`src/rtl/uart_adder_host_pkg.sv`:
```
// Shared types and constants for the UART adder host: controller states,
// receiver phases, baud timing and 8N1 frame geometry.
package uart_adder_host_pkg;

  localparam int unsigned HWCLK_HZ          = 12_000_000;
  localparam int unsigned BAUD              = 9600;
  localparam int unsigned CLKS_PER_BIT_9600 = HWCLK_HZ / BAUD;
  localparam int unsigned BYTE_W            = 8;
  localparam int unsigned FRAME_BITS        = 10;
  localparam int unsigned BIT_CNT_W         = 4;
  localparam int unsigned TMR_W             = 16;

  typedef enum logic [2:0] {
    S_IDLE,
    S_SEND_A,
    S_SEND_B,
    S_RECV,
    S_FINISH
  } state_e;

  typedef enum logic [1:0] {
    RX_IDLE,
    RX_START,
    RX_DATA,
    RX_STOP
  } rx_phase_e;

endpackage

```
`src/rtl/uart_adder_host_bit_timer.sv`:
```
// Loadable bit-period down-counter shared by the transmit and receive paths.
// tick_c marks the end of a full bit period, half_c the midpoint after a load.
module uart_bit_timer
  import uart_adder_host_pkg::*;
#(
  parameter int unsigned CLKS_PER_BIT = CLKS_PER_BIT_9600
) (
  input  logic hwclk,
  input  logic reset,
  input  logic en,
  input  logic load,
  output logic tick_c,
  output logic half_c
);

  localparam logic [TMR_W-1:0] FULL = TMR_W'(CLKS_PER_BIT - 1);
  localparam logic [TMR_W-1:0] HALF = TMR_W'(CLKS_PER_BIT - CLKS_PER_BIT / 2);

  logic [TMR_W-1:0] cnt_q, cnt_d;

  always_comb begin
    tick_c = en && (cnt_q == '0);
    half_c = en && (cnt_q == HALF);
    cnt_d  = cnt_q;
    if (load || tick_c) begin
      cnt_d = FULL;
    end else if (en) begin
      cnt_d = cnt_q - TMR_W'(1);
    end
  end

  always_ff @(posedge hwclk or posedge reset) begin
    if (reset) begin
      cnt_q <= '0;
    end else begin
      cnt_q <= cnt_d;
    end
  end

endmodule

```
`src/rtl/uart_adder_host.sv`:
```
// Host for a UART adder: sends op_a and op_b as 8N1 frames, then receives the
// echoed operands and their 8-bit sum, flagging mismatches and timeouts.
module uart_adder_host
  import uart_adder_host_pkg::*;
#(
  parameter int unsigned CLKS_PER_BIT = CLKS_PER_BIT_9600,
  parameter int unsigned TIMEOUT_BITS = 40
) (
  input  logic              hwclk,
  input  logic              reset,
  input  logic              start,
  input  logic [BYTE_W-1:0] op_a,
  input  logic [BYTE_W-1:0] op_b,
  output logic              tx,
  input  logic              rx,
  output logic              busy,
  output logic              done,
  output logic [BYTE_W-1:0] sum,
  output logic              mismatch,
  output logic              timeout
);

  localparam int unsigned TO_LIMIT = TIMEOUT_BITS * CLKS_PER_BIT;
  localparam int unsigned TO_W     = $clog2(TO_LIMIT);

  state_e                  state_q, state_d;
  rx_phase_e               rx_phase_q, rx_phase_d;
  logic [FRAME_BITS-1:0]   tx_shift_q, tx_shift_d;
  logic [BIT_CNT_W-1:0]    bit_cnt_q, bit_cnt_d;
  logic [1:0]              byte_cnt_q, byte_cnt_d;
  logic [BYTE_W-1:0]       rx_shift_q, rx_shift_d;
  logic [TO_W-1:0]         to_cnt_q, to_cnt_d;
  logic [BYTE_W-1:0]       op_a_q, op_a_d, op_b_q, op_b_d;
  logic [BYTE_W-1:0]       echo_a_q, echo_a_d, echo_b_q, echo_b_d;
  logic [BYTE_W-1:0]       last_q, last_d;
  logic [BYTE_W-1:0]       sum_q, sum_d;
  logic                    tx_q, tx_d, busy_q, busy_d, done_q, done_d;
  logic                    mismatch_q, mismatch_d, timeout_q, timeout_d;
  logic                    rx_s1_q, rx_s2_q;
  logic                    tmr_en, tmr_load, tmr_tick_c, tmr_half_c, abort;

  uart_bit_timer #(
    .CLKS_PER_BIT(CLKS_PER_BIT)
  ) u_bit_timer (
    .hwclk (hwclk),
    .reset (reset),
    .en    (tmr_en),
    .load  (tmr_load),
    .tick_c(tmr_tick_c),
    .half_c(tmr_half_c)
  );

  always_comb begin
    state_d    = state_q;
    rx_phase_d = rx_phase_q;
    tx_shift_d = tx_shift_q;
    bit_cnt_d  = bit_cnt_q;
    byte_cnt_d = byte_cnt_q;
    rx_shift_d = rx_shift_q;
    to_cnt_d   = to_cnt_q;
    op_a_d     = op_a_q;
    op_b_d     = op_b_q;
    echo_a_d   = echo_a_q;
    echo_b_d   = echo_b_q;
    last_d     = last_q;
    sum_d      = sum_q;
    mismatch_d = mismatch_q;
    timeout_d  = timeout_q;
    tx_d       = 1'b1;
    busy_d     = busy_q;
    done_d     = 1'b0;
    tmr_en     = 1'b0;
    tmr_load   = 1'b0;
    abort      = 1'b0;

    case (state_q)
      S_IDLE: begin
        if (start) begin
          op_a_d     = op_a;
          op_b_d     = op_b;
          tx_shift_d = {1'b1, op_a, 1'b0};
          tx_d       = 1'b0;
          bit_cnt_d  = '0;
          last_d     = '0;
          busy_d     = 1'b1;
          tmr_load   = 1'b1;
          state_d    = S_SEND_A;
        end
      end

      // tx_shift_q[0] is the bit currently on the line
      S_SEND_A, S_SEND_B: begin
        tmr_en = 1'b1;
        tx_d   = tx_q;
        if (tmr_tick_c) begin
          if (bit_cnt_q == BIT_CNT_W'(FRAME_BITS - 1)) begin
            bit_cnt_d = '0;
            if (state_q == S_SEND_A) begin
              tx_shift_d = {1'b1, op_b_q, 1'b0};
              tx_d       = 1'b0;
              state_d    = S_SEND_B;
            end else begin
              rx_phase_d = RX_IDLE;
              to_cnt_d   = '0;
              byte_cnt_d = '0;
              state_d    = S_RECV;
            end
          end else begin
            tx_shift_d = {1'b1, tx_shift_q[FRAME_BITS-1:1]};
            tx_d       = tx_shift_q[1];
            bit_cnt_d  = bit_cnt_q + BIT_CNT_W'(1);
          end
        end
      end

      S_RECV: begin
        tmr_en = (rx_phase_q != RX_IDLE);
        case (rx_phase_q)
          RX_IDLE: begin
            if (!rx_s2_q) begin
              tmr_load   = 1'b1;
              rx_phase_d = RX_START;
            end else if (to_cnt_q == TO_W'(TO_LIMIT - 1)) begin
              abort = 1'b1;
            end else begin
              to_cnt_d = to_cnt_q + TO_W'(1);
            end
          end
          // Reload at the start-bit midpoint so later ticks land mid-bit
          RX_START: begin
            if (tmr_half_c) begin
              if (!rx_s2_q) begin
                tmr_load   = 1'b1;
                bit_cnt_d  = '0;
                rx_phase_d = RX_DATA;
              end else begin
                rx_phase_d = RX_IDLE;
              end
            end
          end
          RX_DATA: begin
            if (tmr_tick_c) begin
              rx_shift_d = {rx_s2_q, rx_shift_q[BYTE_W-1:1]};
              bit_cnt_d  = bit_cnt_q + BIT_CNT_W'(1);
              if (bit_cnt_q == BIT_CNT_W'(BYTE_W - 1)) begin
                rx_phase_d = RX_STOP;
              end
            end
          end
          RX_STOP: begin
            if (tmr_tick_c) begin
              if (!rx_s2_q) begin
                abort = 1'b1;
              end else begin
                to_cnt_d   = '0;
                rx_phase_d = RX_IDLE;
                last_d     = rx_shift_q;
                byte_cnt_d = byte_cnt_q + 2'd1;
                case (byte_cnt_q)
                  2'd0: echo_a_d = rx_shift_q;
                  2'd1: echo_b_d = rx_shift_q;
                  default: begin
                    sum_d      = rx_shift_q;
                    mismatch_d = (echo_a_q != op_a_q) || (echo_b_q != op_b_q) ||
                                 (rx_shift_q != BYTE_W'(op_a_q + op_b_q));
                    timeout_d  = 1'b0;
                    done_d     = 1'b1;
                    busy_d     = 1'b0;
                    state_d    = S_FINISH;
                  end
                endcase
              end
            end
          end
          default: rx_phase_d = RX_IDLE;
        endcase
        if (abort) begin
          sum_d      = last_q;
          mismatch_d = 1'b0;
          timeout_d  = 1'b1;
          done_d     = 1'b1;
          busy_d     = 1'b0;
          state_d    = S_FINISH;
        end
      end

      S_FINISH: state_d = S_IDLE;

      default: state_d = S_IDLE;
    endcase
  end

  always_ff @(posedge hwclk or posedge reset) begin
    if (reset) begin
      state_q    <= S_IDLE;
      rx_phase_q <= RX_IDLE;
      tx_shift_q <= '1;
      bit_cnt_q  <= '0;
      byte_cnt_q <= '0;
      rx_shift_q <= '0;
      to_cnt_q   <= '0;
      op_a_q     <= '0;
      op_b_q     <= '0;
      echo_a_q   <= '0;
      echo_b_q   <= '0;
      last_q     <= '0;
      sum_q      <= '0;
      mismatch_q <= 1'b0;
      timeout_q  <= 1'b0;
      tx_q       <= 1'b1;
      busy_q     <= 1'b0;
      done_q     <= 1'b0;
      rx_s1_q    <= 1'b1;
      rx_s2_q    <= 1'b1;
    end else begin
      state_q    <= state_d;
      rx_phase_q <= rx_phase_d;
      tx_shift_q <= tx_shift_d;
      bit_cnt_q  <= bit_cnt_d;
      byte_cnt_q <= byte_cnt_d;
      rx_shift_q <= rx_shift_d;
      to_cnt_q   <= to_cnt_d;
      op_a_q     <= op_a_d;
      op_b_q     <= op_b_d;
      echo_a_q   <= echo_a_d;
      echo_b_q   <= echo_b_d;
      last_q     <= last_d;
      sum_q      <= sum_d;
      mismatch_q <= mismatch_d;
      timeout_q  <= timeout_d;
      tx_q       <= tx_d;
      busy_q     <= busy_d;
      done_q     <= done_d;
      rx_s1_q    <= rx;
      rx_s2_q    <= rx_s1_q;
    end
  end

  assign tx       = tx_q;
  assign busy     = busy_q;
  assign done     = done_q;
  assign sum      = sum_q;
  assign mismatch = mismatch_q;
  assign timeout  = timeout_q;

endmodule

```
`config.mk`:
```
export PLATFORM = sky130hd
export DESIGN_NAME = uart_adder_host
export DESIGN_NICKNAME = d
export VERILOG_FILES = /design/src/rtl/uart_adder_host_pkg.sv /design/src/rtl/uart_adder_host_bit_timer.sv /design/src/rtl/uart_adder_host.sv
export SDC_FILE = /design/constraint.sdc
export NUM_CORES = 1
export LEC_CHECK = 0
export CORE_MARGIN = 3
export CORE_UTILIZATION = 40
export CTS_CLUSTER_SIZE = 16
export DETAILED_ROUTE_END_ITERATION = 8
export PLACE_DENSITY = 0.7
export RECOVER_POWER = 50
export SLEW_MARGIN = 20
export SYNTH_ARGS = -nofsm -noshare
export SYNTH_HDL_FRONTEND = slang
export SYNTH_HIERARCHICAL = 1
export SYNTH_SLANG_ARGS = --single-unit
```
`constraint.sdc`:
```
create_clock -name hwclk -period 3.8 [get_ports hwclk]
set_clock_uncertainty 0.1 [all_clocks]
set_input_delay 0.76 -clock hwclk [delete_from_list [all_inputs] [get_ports hwclk]]
set_output_delay 0.76 -clock hwclk [all_outputs]
set_load 0.02 [all_outputs]
```
==> results of run 1 <==
-- layout by cell type (no fill, tap or decap), types with 4 or more instances in the layout --
cell type,instances
a211oi_1,4
a21oi_1,13
a221o_1,8
a31oi_1,5
and2_1,7
and3_1,10
buf_4,10
clkbuf_1,5
clkbuf_16,17
clkdlybuf4s50_1,29
clkinv_2,4
dfrtp_1,103
dfstp_2,11
ha_1,19
inv_1,15
mux2_2,46
mux2i_1,6
nand2_1,62
nand2b_1,17
nand3_1,20
nand4_1,9
nand4b_1,4
nor2_1,43
nor3_1,12
nor4_1,8
o21ai_0,58
o31ai_1,6
o41ai_1,4
xnor2_1,17
xor2_1,27
-- layout make-up --
| class | instances | area [um^2] |
|---|---|---|
| timing repair buffer | 44 | 404.1 |
| clock inverter | 10 | 133.9 |
| sequential | 114 | 2867 |
| tap | 184 | 230.2 |
| multi-input combinational | 451 | 3117 |
| clock buffer | 22 | 454.2 |
| inverter | 16 | 61.31 |
| fill | 1353 | 7487 |
-- synthesized netlist by cell type, types with 2 or more instances --
master / count
a211oi_1: 4
a21oi_1: 13
a221o_1: 8
a22oi_1: 3
a31oi_1: 5
and2_1: 7
and3_1: 10
and4_1: 3
buf_1: 2
buf_2: 3
clkbuf_1: 17
dfrtp_1: 103
dfstp_2: 11
ha_1: 19
inv_1: 16
mux2_2: 46
mux2i_1: 6
nand2_1: 63
nand2b_1: 17
nand3_1: 20
nand3b_1: 3
nand4_1: 9
nand4b_1: 4
nor2_1: 44
nor2b_1: 3
nor3_1: 12
nor3b_1: 2
nor4_1: 8
nor4_4: 2
o21a_1: 2
o21ai_0: 59
o31ai_1: 6
o41ai_1: 4
or2_2: 3
or4_1: 3
xnor2_1: 17
xor2_1: 27
-- logic make-up after synthesis --
logic type / synth area share (%)
simple gates: 18.94
compound gates: 11.69
buf+inv: 2.694
xor+xnor: 6.286
fa+ha+maj: 4.204
flops: 46.76
mux: 9.429
-- path summary, 6_finish.rpt --
check	end	slack, ns	cells past startpoint
max	tx_shift_q[8]	0.27	11
min	rx_s2_q	0.26	0
max reg2reg	tx_shift_q[8]	0.27	11
min reg2reg	rx_s2_q	0.26	0
max in group asynchronous	op_a_q[2]	0.56	3
min in group asynchronous	u_bit_timer/cnt_q[11]	0.80	2
-- worst max-delay path: cells and delay by family, from the launching register on --
family / cells / cell delay, ns
compound gates: 4 / 1.27
fa+ha+maj: 1 / 0.28
buf+inv: 1 / 0.11
flops: 1 / 0.43
mux: 1 / 0.41
simple gates: 4 / 0.84
-- sequential cells by signal (all words and copies together) (netlist names) --
name	flops
bit_cnt_q	4
busy	1
byte_cnt_q	2
done	1
echo_a_q	8
echo_b_q	8
last_q	8
mismatch	1
op_a_q	8
op_b_q	8
rx_phase_q	2
rx_s1_q	1
rx_s2_q	1
rx_shift_q	8
state_q	3
sum	8
timeout	1
to_cnt_q	16
tx	1
tx_shift_q	8
u_bit_timer/cnt_q	16
-- power by group through the flow --
stage	logic (W)	registers [W]	clock network, W
global placement	0.000133	0.00128	0
CTS	0.000140	0.00126	0.00161
global route	0.000152	0.00127	0.00168
finish	0.000134	0.00126	0.00158
floorplan	0.0000942	0.00127	0
detailed placement	0.000139	0.00128	0
-- layer usage --
metal	vias up	track usage, %	part of all wire (%)
li1	2241	-	-
met1	2315	21.11	43
met5	-	0	0
met2	107	29.09	51
met3	26	3.848	3.8
met4	0	7.763	2.3
-- per-stage QoR --
stage	power, W	utilization (%)	std cells	setup WS (ns)	hold WS (ns)
after floorplan	0.001368	-	605	0.09113	0.2452
after global placement	0.001415	45.41	809	0.3733	0.2465
after detailed placement	0.001423	45.41	809	0.1937	0.2479
after CTS	0.003015	49.40	841	0.1451	0.2581
after global routing	0.003094	49.25	841	0.01937	0.2684
final	0.002982	49.25	841	0.2732	0.2584
-- repair_timing --
item | CTS | global route
setup endpoints to repair | 0 | 27
resized for setup | 0 | 2
buffers inserted | 0 | 0
==> impl.org, run 1 <==
** Setup path
- Max incr delay on CP :: 0.71 ns
- Worst path cell trace :: inv_1 -> ha_1 -> o21ai_0 -> nor2b_1 -> nand4_1 -> nor2_2 -> a21oi_1 -> a21oi_1 -> nor2_1 -> a2111oi_4 -> mux2_2
- Data on the critical path is required at its endpoint by 4.04 ns.
- Launch point of the critical path :: rx_phase_q[0]
- The startpoint identified for the worst register-to-register timing path is rx_phase_q[0].
- Nature of the critical path endpoint :: register
- The worst setup path is launched from a register.
- Critical-path maximum fanout :: 9
- For the worst setup path, the data arrival time is 3.77 ns.
- Critical Setup Path Class :: reg -> reg
- CP max-delay cell :: a2111oi_4
- In this design, the critical path's most frequently occurring cell is a21oi_1.

** Clock network
- Clock-pin slew was measured on the worst setup and hold paths at around 0.050 ns.
- Buffer cell driving the clock tree root :: clkbuf_16
- For the worst-skew pair, the clock arrives at the later sink with an insertion delay of 0.42 ns.
- TritonCTS clock tree :: built
- Hold-fix buffers at CTS :: 0
- The clock tree synthesis step divided the H-tree into 4 levels.
- TritonCTS Buffers :: 17
- Number of sinks on the clock net :: around 110
- Number of buffers on the longest clock path :: 2

** Synth
- After technology mapping, the gate count stands at 605.
- The synthesized netlist contains 58 unique library cells.
- In this run the mean area of a mapped cell was 10.13 um^2.
- After synthesis, the share of flip-flops with an asynchronous set or reset is 100.0%.
- Yosys attributes the largest share of cell area to dfrtp_1 (42%), mux2_2 (8.4%), o21ai_0 (4.8%), dfstp_2 (4.7%), ha_1 (3.9%).
- Yosys top cell area share :: 42.04%
- Flop and latch count out of synthesis :: 114
- When the netlist entered floorplanning its net count stood at approximately 650.
- Yosys warning count :: 6
- Number of enable-type register cells in the synthesized netlist :: 0
- Summing every instance area after synthesis gives around 0.0061 mm^2.
- Proportion of synthesized chip area in sequential cells :: about 47%
- The biggest area contributor in the post-synthesis netlist is dfrtp_1.
- Among all flip-flop cells after synthesis, the most frequent one is dfrtp_1.

** GRT
- The initial antenna violation count was 0.
- The first global-routing pass estimated between 20 and 25 mm of wire.
- Global routing usage summed across all routing layers :: 17.22%
- The number of global-route vias before repair is 4780.
- Largest net degree at the start of global routing :: 99
- Total overflow reported by the global router :: 0

** STA
- The count of pins over their slew limit is 99.
- Timing would allow up to 0.2835 GHz.
- Subtracting the final worst setup slack from the clock period gives 3.527 ns.
- Summed over all failing endpoints, the final setup total negative slack is 0 ns.
- Share of the clock period used by the worst path :: 92.81%
- Final Hold Viols :: 0
- Setup repair after global routing left no endpoint under its margin.
- Worst slew pin tran :: 2.400 ns
- Setup violations remaining at the end of the flow were counted as 0.
- Worst slew margin relative to its limit :: -59.99%

** Drt
- Summed over all layers, the routed wires come to between 10 and 15 mm.
- Number of vias per cell :: approximately 5.6
- For this run, design rule violations remaining after detail routing come to 0.
- First-iteration detailed-routing DRC count :: 314
- Routed wire length per instance :: 16.00 um
- Vias :: 4689
- Iteration count of the initial detailed-routing pass :: 4
- The count of nets left with antenna violations once routing finished came out at 0.

** Placed design
- Total placed instance area :: 0.006700 mm^2
- Detailed placement ended at an HPWL of 9.368 mm.
- The congestion estimate from routability-driven global placement came to 0.8184.
- Port buffering added 32 buffers.

** Worst hold path
- Path type of the worst min-delay path :: reg -> reg
- The startpoint identified for the worst hold timing path is rx_s1_q.

** Power
- Combinational logic burns 4.5% of the power.
- Pwr dens :: 410.3 mW/mm^2
- Of the total power, the share spent switching nets is 21.32%.
- Largest voltage drop on the vdd net :: around 0.29 mV
- Clock group share of total power :: ~53%
- Reported leakage power :: 3.239 nW
- Total net switching power :: about 0.00064 W
- Design internal power :: 0.002346 W
- Seq pwr share :: 42.4%

** Die
- Initial cell density of the core :: 41.55%
- Row generation in the floorplan step produced 44 rows.
- DIE HEIGHT :: 129.8 um
- Area of the die :: 0.01685 mm^2
- 33 I/O pins were placed.
- Width of the die :: 129.8 um
- Core region area :: approximately 0.015 mm^2

** Final layout
- Layout-stage area growth over the synthesis result :: 18.53%
- The repair_antennas step left the layout with diodes totalling 0.
- With fillers left out, the area of the finished cells amounts to 0.007267 mm^2.
- Layout cells sized above 1 :: ~17%
- Total number of nets in the final design :: just under 700

** Flow run
- Number of maximum-capacitance constraint violations :: 1

** Run status
- The flow ran to the end, but the final reports show violations.
- The checks that failed: max-capacitance violations, max-slew violations.
Power figures use the tool's default switching activity.
==> run 2, diff against run 1 <==
==> constraint.sdc (replaced) <==
create_clock -name hwclk -period 3.1 [get_ports hwclk]
set_clock_uncertainty 0.1 [all_clocks]
set_input_delay 0.62 -clock hwclk [delete_from_list [all_inputs] [get_ports hwclk]]
set_output_delay 0.62 -clock hwclk [all_outputs]
set_load 0.02 [all_outputs]
==> run 2 against run 1 <==
Compared with the run above: sequential share of layout area is 0.74 points lower; hold slack better by 0.0012 ns; highest routed layer unchanged; cell count is 1.7% higher; sequential power is 23% higher; utilization is 0.96 points higher; critical endpoint is now sum[5]; critical path depth is 2 higher; the flow now finishes without violations.
==> impl.org, run 2 (synthesis results as in run 1) <==
** Run status
- The run finished with clean final reports.

** Placed design
- The post-detailed-placement half-perimeter wirelength is 9.688 mm (+3.4%).
- The final weighted congestion in routability-driven placement was 0.8734 (+6.7%).
- Setup WS pre-CTS :: 0.05901 ns (-0.1347 ns)
- The number of port buffers is 32 (unchanged).

** STA
- The worst path setup slack after routing is 0.1718 ns (-0.1014 ns).
- The count of pins over their slew limit is 0 (-100%).
- The transition time of the tightest slew-check pin is 1.306 ns (-1.094 ns).
- Share of the clock period used by the worst path :: 94.46% (+1.6 points)
- Final min period :: 2.928 ns (-0.5986 ns)
- The post-route worst hold slack is 0.2596 ns (+0.001244 ns).
- The worst relative slew slack is 12.94% (+73 points).
- Setup repair after global routing left no endpoint under its margin.
- The count of endpoints failing hold in the final timing report is 0 (unchanged).
- The setup violation total in the final timing report was 0 (unchanged).
- Maximum clock frequency :: 0.3415 GHz (+20%)

** Die
- IO Count :: 33 (unchanged)
- The die outline area is 0.01685 mm^2 (unchanged).
- DIE HEIGHT :: 129.8 um (unchanged)
- The chip width is 129.8 um (unchanged).
- The initial core utilization is 41.55% (unchanged).
- Core region area :: 0.01475 mm^2 (unchanged)
- Number of rows created at floorplan :: 44 (unchanged)

** Flow run
- The max-cap violation count came to 0 (-1).

** Drt
- The final routed DRC violation total came to 0 (unchanged).
- The via-per-instance ratio is 5.531 (-0.80%).
- Final routed wirelength across all metal layers :: 13.82 mm (+2.7%)
- Vias :: 4729 (+0.85%)
- DRT antenna net count :: 0 (unchanged)
- Routed wire length per instance :: 16.16 um (+1.0%)
- The number of detailed-routing iterations run before antenna repair was 5 (+1).
- The initial detailed-routing violation count came to 393 (+25%).

** Final layout
- The total inserted antenna cells was 0 (unchanged).
- The library cell used most frequently in the layout, excluding fill and tap cells, is dfrtp_1.
- Total number of nets in the final design :: 698 (+2.0%)
- The combined area of the multi-input logic cells came to 0.003189 mm^2 (+2.3%).
- Post-route core utilization :: 50.21% (+0.96 points)
- The share of layout cells above drive strength 1 was 20.72% (+3.5 points).
- Commonest non-fill, non-tap cells in the layout :: dfrtp_1 (102), nand2_1 (63), o21ai_0 (57)
- The sequential cell area in the final layout is 0.002868 mm^2 (about the same).
- Fill cell instance count of the final layout :: 1352 (-0.074%)
- Largest registers :: to_cnt_q x16, u_bit_timer/cnt_q x16
- The area growth from synthesis to layout is 20.84%.

** Setup path
- The buffer and inverter count on the worst path was 1 (unchanged).
- Nature of the critical path endpoint :: register
- The worst setup path is of the reg -> reg kind.
- By instance count, the cell type seen most on the critical path is nor2_1.
- Walking the worst path, the cells encountered are xnor2_2 -> or2_4 -> o21ai_4 -> nor2b_4 -> nand4_1 -> nor2_1 -> buf_4 -> nand2_1 -> nor2_1 -> a21oi_1 -> or3_4 -> and3_1 -> a221o_1.
- In this design, the largest share of critical-path delay is due to simple AND/OR/NAND/NOR gates.
- STA classifies the critical path startpoint as a register.
- Max incr delay on CP :: 0.45 ns (-0.26 ns)
- Endpoint arrival time on the critical path :: 3.12 ns (-0.65 ns)
- The maximum fanout encountered on the critical timing path was 12 (+3).
- Critical path required time :: 3.29 ns (-0.75 ns)
- On the critical path, the stage with the largest delay is an instance of dfrtp_2.

** Clock network
- The hold buffer count at CTS was 0 (unchanged).
- Skew-Pair Late Insertion Delay :: 0.41 ns (about the same)
- Number of sinks on the clock net :: 114 (unchanged)
- The number of buffers inserted during clock tree synthesis came to 17 (unchanged).
- TritonCTS built the clock tree.
- CTS placed an instance of clkbuf_16 at the clock tree root.
- The clock transition at the registers of the reported paths came to 0.06 ns (about the same).
- Number of buffers on the longest clock path :: 2 (unchanged)
- The H-tree depth came to 4 (unchanged).

** Power
- Clock group share of total power :: 51.0% (-2.1 points)
- The net switching power came to 0.0008474 W (+33%).
- Reported leakage power :: 3.324 nW (+2.6%)
- Part of the total power dissipated in combinational logic :: 4.8% (+0.3 points)
- The power density over the cells came to 472.0 mW/mm^2 (+15%).
- Largest voltage drop on the vdd net :: 0.5780 mV (+100%)
- Design internal power :: 0.002649 W (+13%)
- Sw Share :: 24.23% (+2.9 points)
- Seq pwr share :: 44.3% (+1.9 points)

** GRT
- The global routing stage identified its most utilized layer as met2.
- The first-pass GRT wire length came to 23.64 mm (+2.7%).
- Met3 track utilization from global routing :: 4.544% (+0.70 points)
- Global routing usage summed across all routing layers :: 17.42% (+0.20 points)
- Number of antenna violations at the first check in global routing :: 0 (unchanged)
- Largest net degree at the start of global routing :: 99 (unchanged)
- The number of global-route vias before repair was 4849 (+1.4%).
- GR Util met2 :: 29.72% (+0.64 points)
- The aggregate global routing overflow was 0 (unchanged).
- The met1 demand-to-capacity share in global routing was 22.25% (+1.1 points).

** Worst hold path
- The path class of the tightest hold or removal check is reg -> reg.
-- run 2: final timing paths --
check / startpoint / to / slack [ns] / cells after the start
worst max-delay path: state_q[0] / sum[5] / 0.17 / 13
worst min-delay path: rx_s1_q / rx_s2_q / 0.26 / 0
worst max register to register: state_q[0] / sum[5] / 0.17 / 13
worst min register to register: rx_s1_q / rx_s2_q / 0.26 / 0
max in group asynchronous: reset / state_q[0] / 0.92 / 3
min in group asynchronous: reset / u_bit_timer/cnt_q[1] / 0.70 / 2
-- run 2: final cells by class --
type / count / share of cell area, %
flip-flops and latches: 114 / 38.71
clock buffers: 18 / 5.928
inverters: 16 / 0.8613
multi-input cells: 451 / 43.05
repair buffers: 58 / 6.908
clock inverters: 14 / 1.436
well taps: 184 / 3.108
-- run 2: through the flow --
| step | setup TNS [ns] | instances | power [W] | cell area, um^2 |
|---|---|---|---|---|
| 2_1_floorplan | -0.9654 | 605 | 0.001680 | 6251 |
| 3_3_place_gp | 0 | 818 | 0.001737 | 6838 |
| 3_5_place_dp | 0 | 818 | 0.001745 | 6838 |
| 4_1_cts | 0 | 850 | 0.003534 | 7383 |
| 5_1_grt | 0 | 855 | 0.003638 | 7408 |
| 6_report | 0 | 855 | 0.003497 | 7408 |
-- run 2: worst register-to-register path, cell delays in order (launching register included) --
cell	delay, ns
dfrtp_2	0.45
xnor2_2	0.15
or2_4	0.25
o21ai_4	0.07
nor2b_4	0.17
nand4_1	0.14
nor2_1	0.12
buf_4	0.17
nand2_1	0.12
nor2_1	0.12
a21oi_1	0.06
or3_4	0.41
and3_1	0.21
a221o_1	0.27
-- run 2: layer usage --
layer	vias to the layer above	routed length, um
li1	2272	-
met1	2350	6168
met2	86	6959
met3	21	489
met4	0	199
met5	-	0
-- run 2: repair_timing --
action	4_1_cts	5_1_grt
buffers inserted	0	5
gates resized for setup	0	2
setup endpoints to repair	0	16
-- run 2: power by group through the flow --
stage,sequential [W],clock (W),combinational [W]
after CTS,0.00155,0.00181,0.000173
after global placement,0.00157,0,0.000165
final,0.00155,0.00178,0.000166
after floorplan,0.00156,0,0.000117
after global routing,0.00155,0.00190,0.000189
after detailed placement,0.00157,0,0.000172
